<file path="src/rtl/irq_pkg.sv">
`default_nettype none
// ============================================================================
//  Module      : irq_pkg
//  Description : Shared types and constants for the multi-channel interrupt
//                controller (handler-nesting state, default cause base).
//  Revision    : 1.0 - initial release
// ============================================================================
package irq_pkg;

    // Handler nesting state: idle, serving an interrupt, serving an
    // exception, or serving an exception raised inside an interrupt handler.
    typedef enum logic [1:0] {
        IDLE    = 2'd0,
        IRQ     = 2'd1,
        EXC     = 2'd2,
        IRQ_EXC = 2'd3
    } irq_state_e;

    // Cause code reported for channel 0; channel k reports this plus k.
    localparam logic [31:0] C_CAUSE_BASE_DEFAULT = 32'h1000_0010;

endpackage : irq_pkg
`default_nettype wire

</file>
<file path="src/rtl/irq_prio_enc.sv">
`default_nettype none
// ============================================================================
//  Module      : irq_prio_enc
//  Description : Fixed-priority encoder. The lowest set bit of the eligible
//                vector wins; returns valid flag, binary index and one-hot.
//  Revision    : 1.0 - initial release
// ============================================================================
module irq_prio_enc #(
    parameter int N  = 16,
    parameter int IW = $clog2(N)
) (
    input  logic [N-1:0]  elig_i,
    output logic          valid_o,
    output logic [IW-1:0] index_o,
    output logic [N-1:0]  onehot_o
);

    localparam logic [N-1:0] C_ONE = N'(1);

    // Scan from the top down so the lowest eligible index is the last write.
    always_comb begin
        index_o = '0;
        for (int i = N - 1; i >= 0; i--) begin
            if (elig_i[i]) begin
                index_o = i[IW-1:0];
            end
        end
        // Two's-complement trick isolates the lowest set bit.
        onehot_o = elig_i & (~elig_i + C_ONE);
        valid_o  = |elig_i;
    end

endmodule : irq_prio_enc
`default_nettype wire

</file>
<file path="src/rtl/irq_controller_mc.sv">
`default_nettype none
// ============================================================================
//  Module      : irq_controller_mc
//  Description : Multi-channel interrupt controller. Level/edge sensitive
//                channels with per-channel mask, fixed priority (lowest index
//                wins), exception/interrupt nesting tracking, one-hot ack.
//  Revision    : 1.0 - initial release
// ============================================================================
module irq_controller_mc
    import irq_pkg::*;
#(
    parameter int              N_IRQ      = 16,
    parameter logic [N_IRQ-1:0] EDGE_MASK = '0,
    parameter logic [31:0]     CAUSE_BASE = C_CAUSE_BASE_DEFAULT
) (
    input  logic             clk_i,
    input  logic             rst_i,
    input  logic             exception_i,
    input  logic [N_IRQ-1:0] irq_req_i,
    input  logic [N_IRQ-1:0] irq_mask_i,
    input  logic             mie_i,
    input  logic             mret_i,
    output logic             irq_o,
    output logic [31:0]      irq_cause_o,
    output logic             irq_ret_o,
    output logic [N_IRQ-1:0] irq_ack_o,
    output logic [N_IRQ-1:0] irq_pend_o
);

    localparam int IW = $clog2(N_IRQ);

    irq_state_e       state_q, state_d;
    logic [N_IRQ-1:0] edge_pend_q, edge_pend_d;
    logic [N_IRQ-1:0] req_prev_q, req_prev_d;
    logic [IW-1:0]    id_q, id_d;

    logic [N_IRQ-1:0] pend;
    logic [N_IRQ-1:0] elig;
    logic [N_IRQ-1:0] rise;
    logic             sel_valid;
    logic [IW-1:0]    sel_idx;
    logic [N_IRQ-1:0] sel_onehot;

    irq_prio_enc #(
        .N  (N_IRQ),
        .IW (IW)
    ) u_prio_enc (
        .elig_i   (elig),
        .valid_o  (sel_valid),
        .index_o  (sel_idx),
        .onehot_o (sel_onehot)
    );

    // Pending vector, arbitration, acknowledge and cause selection.
    always_comb begin
        rise        = irq_req_i & ~req_prev_q;
        // Edge channels come from the registered latch, level channels straight from the pins.
        pend        = (EDGE_MASK & edge_pend_q) | (~EDGE_MASK & irq_req_i);
        elig        = pend & irq_mask_i;
        irq_o       = (state_q == IDLE) & mie_i & sel_valid & ~exception_i;
        irq_ack_o   = irq_o ? sel_onehot : '0;
        irq_pend_o  = pend;
        // A fresh rising edge re-arms the latch even if that channel is acked now.
        edge_pend_d = ((edge_pend_q & ~irq_ack_o) | rise) & EDGE_MASK;
        req_prev_d  = irq_req_i;
        id_d        = irq_o ? sel_idx : id_q;
        irq_cause_o = CAUSE_BASE + {{(32 - IW){1'b0}}, (irq_o ? sel_idx : id_q)};
    end

    // Handler nesting FSM; an exception always takes precedence over mret.
    always_comb begin
        state_d   = state_q;
        irq_ret_o = mret_i & (state_q == IRQ) & ~exception_i;
        case (state_q)
            IDLE: begin
                if (exception_i) begin
                    state_d = EXC;
                end else if (irq_o) begin
                    state_d = IRQ;
                end
            end
            IRQ: begin
                if (exception_i) begin
                    state_d = IRQ_EXC;
                end else if (mret_i) begin
                    state_d = IDLE;
                end
            end
            EXC: begin
                if (mret_i && !exception_i) begin
                    state_d = IDLE;
                end
            end
            IRQ_EXC: begin
                if (mret_i && !exception_i) begin
                    state_d = IRQ;
                end
            end
            default: state_d = IDLE;
        endcase
    end

    // State and pending registers with synchronous reset.
    always_ff @(posedge clk_i) begin
        if (rst_i) begin
            state_q     <= IDLE;
            edge_pend_q <= '0;
            req_prev_q  <= '0;
            id_q        <= '0;
        end else begin
            state_q     <= state_d;
            edge_pend_q <= edge_pend_d;
            req_prev_q  <= req_prev_d;
            id_q        <= id_d;
        end
    end

endmodule : irq_controller_mc
`default_nettype wire
</file>
<file path="config.mk">
export PLATFORM = sky130hd
export DESIGN_NAME = irq_controller_mc
export DESIGN_NICKNAME = d
export VERILOG_FILES = /design/src/rtl/irq_pkg.sv /design/src/rtl/irq_prio_enc.sv /design/src/rtl/irq_controller_mc.sv
export SDC_FILE = /design/constraint.sdc
export NUM_CORES = 1
export LEC_CHECK = 0
export CELL_PAD_IN_SITES_DETAIL_PLACEMENT = 0
export CELL_PAD_IN_SITES_GLOBAL_PLACEMENT = 1
export CORE_ASPECT_RATIO = 1.1
export CORE_MARGIN = 5
export CORE_UTILIZATION = 21
export DETAILED_ROUTE_END_ITERATION = 10
export PLACE_DENSITY = 0.79
export SYNTH_ARGS = -nofsm -noshare
export SYNTH_HDL_FRONTEND = slang
export SYNTH_HIERARCHICAL = 1
export SYNTH_SLANG_ARGS = --single-unit
export TNS_END_PERCENT = 100
</file>
<file path="constraint.sdc">
create_clock -name clk_i -period 3.1 [get_ports clk_i]
set_input_delay 0.62 -clock clk_i [delete_from_list [all_inputs] [get_ports clk_i]]
set_output_delay 0.62 -clock clk_i [all_outputs]
set_load 0.05 [all_outputs]
</file>
# Yosys cells after proc, flatten, opt, wreduce, memory -nomap -nowiden
# Cells that the tools add are included.
[op_classes]
bitwise = 9
n_eq_ne = 7
addsub = 2
reduce_logical = 5
muxes = 25
[op_table]
columns = ["op", "count"]
rows = [
  ["$mux W4", 17],
  ["$and A16 B16 Y16", 2],
  ["$add A29 B4 Y30 const A", 1],
  ["$add A16 B1 Y16 const B", 1],
  ["$mux W16", 1],
  ["$not A16 Y16", 1],
  ["$reduce_or A16 Y1", 1],
  ["$mux W2", 6],
  ["$pmux W2 S4", 1],
  ["$ne A3 B3 Y1 const B", 2],
  ["$and A1 B1 Y1", 5],
  ["$eq A2 B2 Y1 const B", 2],
  ["$ne A2 B2 Y1 const B", 2],
  ["$reduce_and A4 Y1", 1],
  ["$eq A2 B1 Y1 const B", 1],
  ["$logic_not A2 Y1", 1],
  ["$logic_and A1 B1 Y1", 1],
  ["$logic_not A1 Y1", 1],
  ["$not A1 Y1", 1],
]
[totals]
inputBits = 37
wordCells = 50
out_inout_bits = 66
regBits = 6

# Logic depth before layout (Yosys ltp)
[depth]
ltp_word = 19
mapped_depth = 9

# Cells and area by module
# The synthesis kept the hierarchy.
[modules_own_cells]
columns = ["module", "area_per_inst_um2", "n_inst", "seq_area_each_um2", "cells_per_inst"]
rows = [
  ["irq_controller_mc", 884.6, 1, 120.1, 112],
  ["irq_prio_enc", 344.1, 1, 0.0, 52],
]

# Worst setup path before layout
# Ideal clock, no wire load.
[synth_path]
path_type = "input port to output port"
from = "input port irq_req_i[2]"
to = "output port irq_ack_o[10]"
n_path_buf = 2
t_required_ps = 2480
stages = 9
slack_ps = 99
arrival_ps = 2381
cell_sequence = "and2_1 nor4_4 and3_4 and2_4 nand2_1 and4b_1 buf_6 buf_6 and2_1"
[synth_via]
elab_chain_len = 5
[synth_rtl]
columns = ["element", "line_no", "text"]
rows = [
  ["from (decl)", "irq_controller_mc.sv:19", "input logic [N_IRQ-1:0] irq_req_i,"],
  ["$and A16 B16 Y16", "irq_controller_mc.sv:59", "elig = pend & irq_mask_i;"],
  ["$reduce_or A16 Y1", "irq_prio_enc.sv:30", "valid_o = |elig_i;"],
  ["named net sel_valid", "irq_controller_mc.sv:40", "logic sel_valid;"],
  ["$and A1 B1 Y1 (2 in a row)", "irq_controller_mc.sv:60", "irq_o = (state_q == IDLE) & mie_i & sel_valid & ~exception_i;"],
  ["named net irq_o", "irq_controller_mc.sv:23", "output logic irq_o,"],
  ["$mux W16", "irq_controller_mc.sv:61", "irq_ack_o = irq_o ? sel_onehot : '0;"],
  ["to (decl)", "irq_controller_mc.sv:26", "output logic [N_IRQ-1:0] irq_ack_o,"],
]
# The timed path passes the listed nets, and every way through them passes these cells.

# Worst setup path after layout
[layout_path]
from = "input port irq_mask_i[0]"
to = "output port irq_cause_o[0]"
[layout_via]
elab_chain_len = 6
[layout_rtl]
columns = ["element", "line_no", "text"]
rows = [
  ["from (decl)", "irq_controller_mc.sv:20", "input logic [N_IRQ-1:0] irq_mask_i,"],
  ["$and A16 B16 Y16", "irq_controller_mc.sv:59", ""],
  ["named net elig[0]", "irq_controller_mc.sv:38", "logic [N_IRQ-1:0] elig;"],
  ["$reduce_or A16 Y1", "irq_prio_enc.sv:30", ""],
  ["named net sel_valid", "irq_controller_mc.sv:40", ""],
  ["$and A1 B1 Y1 (2 in a row)", "irq_controller_mc.sv:60", ""],
  ["$mux W4", "irq_controller_mc.sv:67", "irq_cause_o = CAUSE_BASE + {{(32 - IW){1'b0}}, (irq_o ? sel_idx : id_q)};"],
  ["$add A29 B4 Y30", "irq_controller_mc.sv:67", ""],
  ["to (decl)", "irq_controller_mc.sv:24", "output logic [31:0] irq_cause_o,"],
]
# The timed path passes the listed nets, and every way through them passes these cells.

==> reports/summary.md <==
The run finished with clean final reports. The library cell used most frequently in the layout, excluding fill and tap cells, is sky130_fd_sc_hd__buf_4. Yosys attributes the largest share of cell area to sky130_fd_sc_hd__buf_4 (27%), sky130_fd_sc_hd__and2_1 (16%), sky130_fd_sc_hd__dfxtp_1 (9.8%), sky130_fd_sc_hd__nand2b_1 (5.1%), sky130_fd_sc_hd__mux2_2 (3.7%).

The fraction of power spent switching nets was 0.440. Class of the tightest hold or removal check: register to register. Areal power density over the cells: 233 nW/µm². The worst setup path is launched from an input pin. The ratio of cells with drive above 1 in the final layout came out at 0.456. The final routed wirelength across all metal layers was 3850 µm. The worst setup path is captured at a primary output.

The logs give 1 for the count of H-tree levels built during CTS and 2.83 ps for the worst setup skew after layout. Data arrives at the worst endpoint at 2450 ps. Number of global-route vias before repair: 1328. The dominant register cell in the synthesized netlist is sky130_fd_sc_hd__dfxtp_1.

Clock-pin slew was measured on the worst setup and hold paths at 30 ps. Summed over all cells, the static leakage comes to 0.00116 µW. On the critical path, the stage with the largest delay is an instance of sky130_fd_sc_hd__nor4_4. For the relative contribution of sequential cells to total power, the log shows 0.146. For the proportion of power drawn by the clock network, the log shows 0.207.

The repair_antennas step left the layout with diodes totalling 0. The pin slew with the least headroom to its limit is 514 ps. The logs give 0 for the number of max-cap violations and 321 for the placed cell count. Setup repair after global routing could not meet its margin everywhere. The count of input and output buffers was 74; the headroom to the max-slew limit was 0.657.

The share of flip-flops with an asynchronous set or reset after synthesis was 0; the number of nets in the final layout was 300. The count of nets left with antenna violations once routing finished came out at 0. The analysis attributes to net switching a power of 250 µW. The width of the chip is 82.9 µm. The placed cell area came out at 2170 µm². The number of cell rows is 29, and the number of sinks on the clock net is 6. Setup violations remaining at the end of the flow were counted as 0. The wire length of the first global-routing pass is 5960 µm. Number of standard cells in the final layout excluding fillers: 338. The first-iteration detailed-routing DRC count was 17.

The core region is 5730 µm². The maximum fanout count along the critical path came out at 4. The final number of max-transition violations was 0. TritonCTS built the clock tree. Yosys printed 6 warnings. The smallest hold slack is 472 ps, and the maximum resistive drop on vdd is 0.107 mV.

The synthesized flop and latch total is 6. The floorplan step set the die height to 90.2 µm. Each instance of the synthesized netlist takes up on average 7.49 µm².

The HPWL after detailed placement is 3220 µm. The number of clock buffers added by TritonCTS is 3. CTS placed an instance of sky130_fd_sc_hd__clkbuf_8 at the clock tree root. For this run the aggregate overflow at the end of global routing stands at 0. For this run, design rule violations remaining after detail routing come to 0. The tools report the number of hold violations in the final report as 0. The count of fill cells added during filler insertion was 593. The run gives 220 ps as the clock latency on the worst-skew pair. The logs give 2440 µm² for the area of all placed cells without fillers and 7480 µm² for the area enclosed by the die boundary.

The count of pins on the block boundary was 103. The number of synthesized flops with an enable pin came out at 0. The final critical path time including I/O delays and setup came out at 3070 ps.

The power share of the combinational group was 0.647; the gate count after technology mapping was 164. For the final RePlAce weighted congestion, the log shows 0.784. Category of the most critical setup path: input pin to primary output. The longest clock path from root to sink contains 2 buffers. The synthesized netlist contains 36 unique library cells.

The effective utilization at floorplan came out at 0.214. In the layout the commonest cells are sky130_fd_sc_hd__buf_4 (40), sky130_fd_sc_hd__conb_1 (28), sky130_fd_sc_hd__clkdlybuf4s50_1 (27). The worst path required time is 2480 ps, and the average wire per standard cell is 11.4 µm.

The tools report the number of antenna violations at the first check in global routing as 0. Dividing the detail-routed via count by the number of cells gives 3.88. The post-route setup TNS was 0 ps; the layout overhead on the synthesized area was 98.8%. Cell internal power was estimated by the tool at 318 µW.

Cell type contributing the most total cell area after synthesis: sky130_fd_sc_hd__buf_4. Walking the worst path, the cells encountered are buf_6 > and2_4 > nor4_4 > and3_4 > and2_4 > nand2_2 > and4b_2 > buf_6 > mux2_4 > buf_8. The share of the yosys chip area belonging to registers was 0.0978; the maximum frequency from static timing analysis was 326 MHz. The fraction of synthesized cell area taken by the top area cell type works out to 0.275. The worst setup slack for register-to-register paths was 1700 ps. The share of the cycle needed by the critical path after routing was 0.990; the global router's overall resource usage was 0.0950.

Power comes to 569 µW. Entering global routing, the biggest net connects 11 pins. For this run, the detailed router's first-pass iteration total came to 4. On the worst path, the slowest cell contributes a delay of 310 ps. Detailed routing inserted a total of 1312 vias. The post-synth design cell area came out at 1230 µm².
==> logic make-up (layout without fill, tap and decap cells) <==
kind of cell    Yosys count  after routing  share of synthesized area
compound gates           14             14                     0.0764
buf+inv                  53            124                      0.321
flops                     6              6                     0.0978
mux                       8              8                     0.0692
other cells               2             28                    0.00611
simple gates             81             81                      0.430
==> stage by stage <==
stage | worst slack, ps | util
after floorplan | 99.4 | -
after global placement | -445 | 0.379
after detailed placement | -504 | 0.379
after CTS | 3.11 | 0.418
after global routing | -21.3 | 0.426
final | 29.9 | 0.426
==> registers in the layout, indices dropped and copies added, names as in the netlist <==
signal and cells:
state_q 2, id_q 4
==> worst max-delay path, delay by kind of cell <==
family	cells	cell delay [ps]
buf+inv	3	380
mux	1	310
simple gates	6	1140
==> power groups by stage <==
| stage | combinational (µW) | clock [µW] | sequential [µW] |
|---|---|---|---|
| 2_1_floorplan | 252 | 0 | 83.7 |
| 3_3_place_gp | 331 | 0 | 84.2 |
| 3_5_place_dp | 333 | 0 | 84.3 |
| 4_1_cts | 363 | 120 | 83.3 |
| 5_1_grt | 388 | 126 | 83.6 |
| 6_report | 368 | 118 | 83.2 |
==> layer usage <==
| layer | GRT usage | routed length, µm | up-vias |
|---|---|---|---|
| met1 | 0.0913 | 1380 | 583 |
| met3 | 0.0183 | 281 | 4 |
| met4 | 0.0286 | 38 | 0 |
| met2 | 0.197 | 2150 | 58 |
| li1 | - | - | 667 |
| met5 | 0 | 0 | - |
==> synthesized netlist by cell type, types with 2 or more instances <==
library cell / count
sky130_fd_sc_hd__buf_4: 45
sky130_fd_sc_hd__and2_1: 32
sky130_fd_sc_hd__nor2_1: 11
sky130_fd_sc_hd__nand2b_1: 10
sky130_fd_sc_hd__dfxtp_1: 6
sky130_fd_sc_hd__a21oi_1: 4
sky130_fd_sc_hd__inv_1: 4
sky130_fd_sc_hd__mux2_2: 4
sky130_fd_sc_hd__mux2i_1: 4
sky130_fd_sc_hd__and2_2: 3
sky130_fd_sc_hd__and3_2: 3
sky130_fd_sc_hd__nand2_1: 3
sky130_fd_sc_hd__nor4_1: 3
sky130_fd_sc_hd__a31oi_1: 2
sky130_fd_sc_hd__and3_1: 2
sky130_fd_sc_hd__and4b_1: 2
sky130_fd_sc_hd__buf_6: 2
sky130_fd_sc_hd__conb_1: 2
sky130_fd_sc_hd__nor2b_1: 2
sky130_fd_sc_hd__nor3_1: 2
sky130_fd_sc_hd__nor4_4: 2
sky130_fd_sc_hd__o21ai_0: 2
==> worst paths after layout <==
kind / cells past startpoint / to / start
setup / recovery: 10 / irq_cause_o[0] / irq_mask_i[0]
hold / removal: 2 / id_q[1]$_SDFF_PP0_ / id_q[1]$_SDFF_PP0_
setup reg to reg: 6 / id_q[3]$_SDFF_PP0_ / state_q[1]$_SDFFE_PP0P_
hold reg to reg: 2 / id_q[1]$_SDFF_PP0_ / id_q[1]$_SDFF_PP0_
==> what timing repair did <==
item                                    in CTS  in global routing
hold endpoints to repair                     0                  0
pin swaps                                   18                  7
buffers inserted                            12                  2
resized for setup                           78                 14
endpoints found under the setup margin      21                 20
hold buffers                                 0                  0
==> final cells by class <==
| cell class | instances | area [µm²] | area share |
|---|---|---|---|
| Timing Repair Buffer | 117 | 1250 | 0.511 |
| Multi-Input combinational cell | 131 | 921 | 0.377 |
| Sequential cell | 6 | 120 | 0.0492 |
| Tap cell | 77 | 96.3 | 0.0394 |
| Clock buffer | 3 | 41.3 | 0.0169 |
| Inverter | 4 | 15.0 | 0.00615 |
Note: power is estimated with default switching activity, not from simulation.
